`config.mk`:
```
export PLATFORM = sky130hd
export DESIGN_NAME = mips_registers
export DESIGN_NICKNAME = d
export VERILOG_FILES = /design/src/rtl/mips_pkg.sv /design/src/rtl/mips_regfile_rdport.sv /design/src/rtl/mips_registers.sv
export SDC_FILE = /design/constraint.sdc
export NUM_CORES = 2
export LEC_CHECK = 0
export ABC_AREA = 1
export CAP_MARGIN = 20
export CORE_AREA = 2 2 356 358
export CTS_CLUSTER_DIAMETER = 120
export DETAILED_ROUTE_END_ITERATION = 6
export DIE_AREA = 0 0 358 360
export SLEW_MARGIN = 20
export SYNTH_ARGS = -nofsm -noshare
export SYNTH_HDL_FRONTEND = slang
export SYNTH_SLANG_ARGS = --single-unit
```
`constraint.sdc`:
```
create_clock -name clk -period 4.7 [get_ports clk]
set_input_delay 0.94 -clock clk [delete_from_list [all_inputs] [get_ports clk]]
set_output_delay 0.94 -clock clk [all_outputs]
set_load 0.02 [all_outputs]
```
`src/rtl/mips_pkg.sv`:
```
// Shared widths, register-index constants and basic types for the MIPS datapath.
package mips_pkg;

   localparam int unsigned DATA_W   = 32;
   localparam int unsigned ADDR_W   = 5;
   localparam int unsigned NUM_REGS = 32;

   typedef logic [ADDR_W-1:0] reg_idx_t;
   typedef logic [DATA_W-1:0] word_t;

   localparam reg_idx_t REG_ZERO = 5'd0;
   localparam reg_idx_t REG_AT   = 5'd1;
   localparam reg_idx_t REG_SP   = 5'd29;
   localparam reg_idx_t REG_RA   = 5'd31;

endpackage

```
`src/rtl/mips_regfile_rdport.sv`:
```
// One combinational read port: selects a register by index, with index 0 forced to zero.
module mips_regfile_rdport
   import mips_pkg::*;
#(
   parameter int unsigned DATA_W   = mips_pkg::DATA_W,
   parameter int unsigned ADDR_W   = mips_pkg::ADDR_W,
   parameter int unsigned NUM_REGS = mips_pkg::NUM_REGS
) (
   input  logic [NUM_REGS-1:0][DATA_W-1:0] regs,
   input  logic [ADDR_W-1:0]               rd_idx,
   output logic [DATA_W-1:0]               rd_data
);

   // Zero-index override sits in front of the mux so $0 never depends on storage.
   always_comb begin
      rd_data = '0;
      if (rd_idx != REG_ZERO) begin
         rd_data = regs[rd_idx];
      end
   end

endmodule

```
`src/rtl/mips_registers.sv`:
```
// 32 x 32-bit MIPS general-purpose register file: two async read ports, one sync write port.
// Register $0 has no storage and always reads as zero.
module mips_registers
   import mips_pkg::*;
#(
   parameter int unsigned DATA_W   = mips_pkg::DATA_W,
   parameter int unsigned ADDR_W   = mips_pkg::ADDR_W,
   parameter int unsigned NUM_REGS = mips_pkg::NUM_REGS  // must equal 2**ADDR_W
) (
   input  logic              clk,
   input  logic              rst_n,
   output logic [DATA_W-1:0] read_data_1,
   output logic [DATA_W-1:0] read_data_2,
   input  logic [DATA_W-1:0] write_data,
   input  logic [ADDR_W-1:0] read_reg_1,
   input  logic [ADDR_W-1:0] read_reg_2,
   input  logic [ADDR_W-1:0] write_reg,
   input  logic              signal_reg_write
);

   // Flattened view of the file for the read muxes; slot 0 is a constant.
   logic [NUM_REGS-1:0][DATA_W-1:0] regs;

   assign regs[0] = '0;

   for (genvar i = 1; i < NUM_REGS; i++) begin : gen_reg
      logic [DATA_W-1:0] mem_q;

      // Per-register flop: async clear, load when addressed by an enabled write.
      always_ff @(posedge clk or negedge rst_n) begin
         if (!rst_n) begin
            mem_q <= '0;
         end else if (signal_reg_write && (write_reg == ADDR_W'(i))) begin
            mem_q <= write_data;
         end
      end

      assign regs[i] = mem_q;
   end

   // No write-to-read bypass: a same-index read shows the new value only after the edge.
   mips_regfile_rdport #(
      .DATA_W   (DATA_W),
      .ADDR_W   (ADDR_W),
      .NUM_REGS (NUM_REGS)
   ) u_rdport_1 (
      .regs    (regs),
      .rd_idx  (read_reg_1),
      .rd_data (read_data_1)
   );

   mips_regfile_rdport #(
      .DATA_W   (DATA_W),
      .ADDR_W   (ADDR_W),
      .NUM_REGS (NUM_REGS)
   ) u_rdport_2 (
      .regs    (regs),
      .rd_idx  (read_reg_2),
      .rd_data (read_data_2)
   );

endmodule

```
Yosys cells after proc, flatten, opt, wreduce, memory -nomap -nowiden

Index checks and enable logic that the tools add are counted.

Register bits after elaboration: 992
Bits of input ports: 50
Output and inout port bits: 64
Word-level logic and storage cells: 103

Magnitude comparators: 2
Equal/unequal tests: 31
Mux-type cells: 6
Reductions and logical operators: 33

Operators with widths:

| operator                                                                     | count |
|---|---|
| 32-bit binary-select mux with 5-bit select                                   | 2 |
| 32-bit two-way mux                                                           | 4 |
| 5-bit equality test, second input constant                                   | 16 |
| 5-bit by 4-bit equality test with 1-bit output, second input constant        | 8 |
| 1-bit logical AND                                                            | 31 |
| 5-bit by 3-bit equality test with 1-bit output, second input constant        | 4 |
| 5-bit by 6-bit less-than comparator with 1-bit output, second input constant | 2 |
| 5-bit by 2-bit equality test with 1-bit output, second input constant        | 2 |
| 5-bit nonzero test                                                           | 2 |
| 5-bit by 1-bit equality test with 1-bit output, second input constant        | 1 |

Depth between registers and ports, before layout

Word-level depth: 3
Gate-level depth with buffers: 12
Gate-level depth less buffers: 9

Hierarchy

Synthesis repeated with hierarchy kept, for this count alone.

Cells, all modules: 9,390
Area, all modules: 61,056.1 sq um

Modules (own cells, without submodules):

| module              | instances | cells an instance | area an instance (sq um) | sequential area each (sq um) |
|---|---|---|---|---|
| mips_registers      | 1         | 4,462             | 39,580.5                 | 24,823.8 |
| mips_regfile_rdport | 2         | 2,464             | 10,737.8                 | 0.0 |

Worst setup path after synthesis

OpenSTA, ideal clock, no wires.

Path type: in2out
Start point: in read_reg_2[1]
End point: out read_data_2[17]
Data arrival time: 2.092 ns
Path slack: 1.668 ns
Stages on the path: 10
Path through: buf_2 > inv_1 > buf_4 > clkbuf_1 > nand3_1 > nand3_1 > nand3_1 > nand2_1 > nand2_1 > nand2_1

Cells in the longest elaborated chain, start to end: 3
Elaborated cells between the ends (all ways): 4
Those cells by class: 3 x mux; 1 x reduce/logical

Ends and longest elaborated chain:

| what                                       | RTL line                  | text |
|---|---|---|
| from (decl)                                | mips_registers.sv:16      | `input logic [ADDR_W-1:0] read_reg_2,` |
| 32-bit binary-select mux with 5-bit select | mips_regfile_rdport.sv:18 | `rd_data = regs[rd_idx];` |
| 32-bit two-way mux (not written as such)   | mips_regfile_rdport.sv:18 |  |
| 32-bit two-way mux (*)                     | mips_regfile_rdport.sv:17 | `if (rd_idx != REG_ZERO) begin` |
| to (decl)                                  | mips_registers.sv:13      | `output logic [DATA_W-1:0] read_data_2,` |

Every way passes the cells marked *; elsewhere a longest branch is shown, timed or not. The select of a mux whose other input is x is not followed.

Worst setup path in the final report

Start point: in read_reg_1[0]
End point: out read_data_1[18]

Cells in the longest elaborated chain, start to end: 3
Elaborated cells between the ends (all ways): 4
Those cells by class: 3 x mux; 1 x reduce/logical

Ends and longest elaborated chain:

| what                                       | RTL line                  | text |
|---|---|---|
| from (decl)                                | mips_registers.sv:15      | `input logic [ADDR_W-1:0] read_reg_1,` |
| 32-bit binary-select mux with 5-bit select | mips_regfile_rdport.sv:18 |  |
| 32-bit two-way mux (not written as such)   | mips_regfile_rdport.sv:18 |  |
| 32-bit two-way mux (*)                     | mips_regfile_rdport.sv:17 |  |
| to (decl)                                  | mips_registers.sv:12      | `output logic [DATA_W-1:0] read_data_1,` |

Marked as above.

==> results.sh <==
export IMPL_p_per_area_nw_per_um2=417
export IMPL_syn_num_nets=8299
export IMPL_critPathMaxStageDelay_ps=700
export IMPL_place_area_um2=58600
export IMPL_seq_area_frac_synth=0.444
export IMPL_crit_type="in2out"
export IMPL_drv_cap=0
export IMPL_grt_pass1_vias=52946
export IMPL_syn_to_final_growth_pct=11.8
export IMPL_wirelength_um=223000
export IMPL_slew_violations=0
export IMPL_worst_slew_pin_slew_ps=1160
export IMPL_endpoint="read_data_1[18]"
export IMPL_postCtsHoldBufs=0
export IMPL_arrival_ps=3320
export IMPL_crit_path_end_kind="primary output"
export IMPL_syn_instance_count=8249
export IMPL_avgSynthCellArea_um2=6.79
export IMPL_dpl_hpwl_um=121000
export IMPL_layout_drive_gt1_share=0.0536
export IMPL_finalSetupViolCount=0
export IMPL_wl_per_cell_um=23.0
export IMPL_clkTransAtPathRegs_ps=60
export IMPL_cts_root_buffer="clkbuf_16"
export IMPL_place_congestion=0.867
export IMPL_io_pins=114
export IMPL_fmax_ghz=0.235
export IMPL_grt_max_degree=105
export IMPL_hp_class="in2async"
export IMPL_vias_per_cell=5.80
export IMPL_multi_input_area_um2=26100
export IMPL_required_ps=3760
export IMPL_grt_usage=0.342
export IMPL_cp_cell_sequence="buf_8 > buf_12 > nand2_1 > nand3_1 > nand2_1 > nand2_1 > nand3_1 > nand2_1 > nand2_1 > nand2_1 > clkdlybuf4s50_1"
export IMPL_placement_rows=130
export IMPL_synth_cell_types=20
export IMPL_drt_iter0_drc=7146
export IMPL_r2r_cells=2
export IMPL_cp_slowest_cell="clkdlybuf4s50_1"
export IMPL_antenna_left=0
export IMPL_reg2reg_slack_ps=3930
export IMPL_fp_dieArea_um2=129000
export IMPL_cpMostUsedCell="nand2_1"
export IMPL_min_period_ps=4260
export IMPL_relSlewSlack=0.227
export IMPL_r2r_start="gen_reg[7].mem_q[20]$_DFFE_PN0P_"
export IMPL_seqCellArea_um2=24800
export IMPL_violations="design-rule violations"
export IMPL_syn_area_um2=56000
export IMPL_drc=5
export IMPL_synth_seq_cells=992
export IMPL_reg_top3="gen.mem_q: 992 flops"
export IMPL_finish_utilization=0.501
export IMPL_crit_fanout=104
export IMPL_worstReg2RegEnd="gen_reg[7].mem_q[20]$_DFFE_PN0P_"
export IMPL_clock_path_buffers=3
export IMPL_post_route_cell_area_um2=62600
export IMPL_n_fill_cell=12512
export IMPL_vias=56197
export IMPL_grt_ovfl_total=0
export IMPL_worstSkewPairLatency_ps=730
export IMPL_core_um2=125000
export IMPL_fin_nets=7998
export IMPL_irDropWorstVdd_v=0.000333
export IMPL_tritoncts="done"
export IMPL_rsz0062_at_grt="false"
export IMPL_die_width_um=358
export IMPL_clock_sinks=992
export IMPL_max_flop_register="gen.mem_q"
export IMPL_start_kind="input pin"
export IMPL_dr_pass1_iters=7
export IMPL_fin_crit_sh=0.906
export IMPL_status="complete, but fails checks"
export IMPL_die_h_um=360
export IMPL_leakage_nw=30.3
export IMPL_htreeDepth=3
export IMPL_grt_pass1_wl_um=336000
export IMPL_hold_viol_final=0
export IMPL_post_cts_buffers=0
export IMPL_largest_reg_flops=992
export IMPL_antenna_found_initial=7
export IMPL_cts_resized=0
export IMPL_finClkSkew_ps=0
export IMPL_tns_ps=0
export IMPL_io_buffers=113
export IMPL_cts_inserted_buffers=113
export IMPL_yosys_warnings=0
export IMPL_start_util=0.448
export IMPL_critPathLaunch="read_reg_1[0]"
through the flow:
stage	hold slack, ps	instances	setup slack, ps	power [W]
3_3_place_gp	465	9483	509	0.0165
5_1_grt	300	9693	346	0.0275
3_5_place_dp	473	9483	531	0.0166
4_1_cts	281	9693	532	0.0261
6_report	290	9694	441	0.0261
2_1_floorplan	453	8249	1670	0.0148
cell usage in the layout, fill, tap and decap left out:
| cell | n |
|---|---|
| a21oi_1 | 256 |
| buf_12 | 74 |
| buf_2 | 2 |
| buf_4 | 99 |
| buf_6 | 2 |
| buf_8 | 5 |
| bufinv_16 | 13 |
| clkbuf_1 | 23 |
| clkbuf_16 | 117 |
| clkbuf_8 | 30 |
| clkdlybuf4s50_1 | 92 |
| clkinv_2 | 22 |
| clkinvlp_4 | 3 |
| dfrtp_1 | 992 |
| diode_2 | 1 |
| inv_1 | 613 |
| inv_2 | 6 |
| inv_4 | 3 |
| inv_6 | 4 |
| inv_8 | 3 |
| nand2_1 | 3045 |
| nand2_4 | 22 |
| nand3_1 | 1472 |
| nand3_4 | 9 |
| nor2_1 | 126 |
| nor2_2 | 13 |
| nor2_4 | 4 |
| o21ai_0 | 902 |
| o21ai_1 | 90 |
| or2_1 | 1 |
area by class of cell:
cell class,count,area share
antenna,1,0.0000400
clock buffer,170,0.0548
clock inverter,40,0.00864
inverter,627,0.0383
multi-input combinational,5940,0.416
sequential,992,0.397
tap,1650,0.0330
timing repair buffer,274,0.0520
cells in the mapped netlist, drive strengths merged:
cell | n | area [um^2]
clkbuf | 442 | 1660
buf | 248 | 1290
a21oi | 256 | 1280
o21ai | 992 | 4960
nand2 | 3067 | 11600
nor2 | 143 | 582
dfrtp | 992 | 24800
nand3 | 1481 | 7450
clkinv | 1 | 3.75
or2 | 1 | 6.26
inv | 626 | 2350
logic make-up after synthesis:
| family | after synthesis | synth area share |
|---|---|---|
| DFF | 992 | 0.444 |
| AOI/OAI and AO/OA | 1248 | 0.112 |
| buffers and inverters | 1317 | 0.0948 |
| and+or+nand+nor | 4692 | 0.350 |
worst min-delay path by stage:
| stage | end | cells past startpoint | slack [ps] | start |
|---|---|---|---|---|
| 3_5_place_dp | gen_reg[17].mem_q[7]$_DFFE_PN0P_ | 2 | 470 | gen_reg[17].mem_q[7]$_DFFE_PN0P_ |
| 6_report | gen_reg[30].mem_q[1]$_DFFE_PN0P_ | 1 | 290 | rst_n |
| 3_3_place_gp | gen_reg[3].mem_q[7]$_DFFE_PN0P_ | 2 | 470 | gen_reg[3].mem_q[7]$_DFFE_PN0P_ |
| 4_1_cts | gen_reg[20].mem_q[15]$_DFFE_PN0P_ | 1 | 280 | rst_n |
| 2_1_floorplan | gen_reg[10].mem_q[0]$_DFFE_PN0P_ | 2 | 450 | gen_reg[10].mem_q[0]$_DFFE_PN0P_ |
| 5_1_grt | gen_reg[30].mem_q[1]$_DFFE_PN0P_ | 1 | 300 | rst_n |
power by group:
part	internal, W	leakage [nW]	total [W]	switching (W)
clock	0.00571	1.96	0.00950	0.00379
combinational	0.00190	15.5	0.00536	0.00346
sequential	0.0101	12.9	0.0112	0.00109
total	0.0177	30.3	0.0261	0.00833
critical path: cells and delay by family:
kind	cells	cell delay (ps)
simple gates	8	870
buf+inv	3	1400
routing by layer:
metal | vias to the layer above | wire length, um | GRT usage
li1 | 25820 | - | -
met1 | 26490 | 91300 | 0.472
met2 | 3240 | 96800 | 0.520
met3 | 641 | 24200 | 0.0718
met4 | 6 | 10200 | 0.144
met5 | - | 39 | 0
Power figures use the tool's default switching activity.
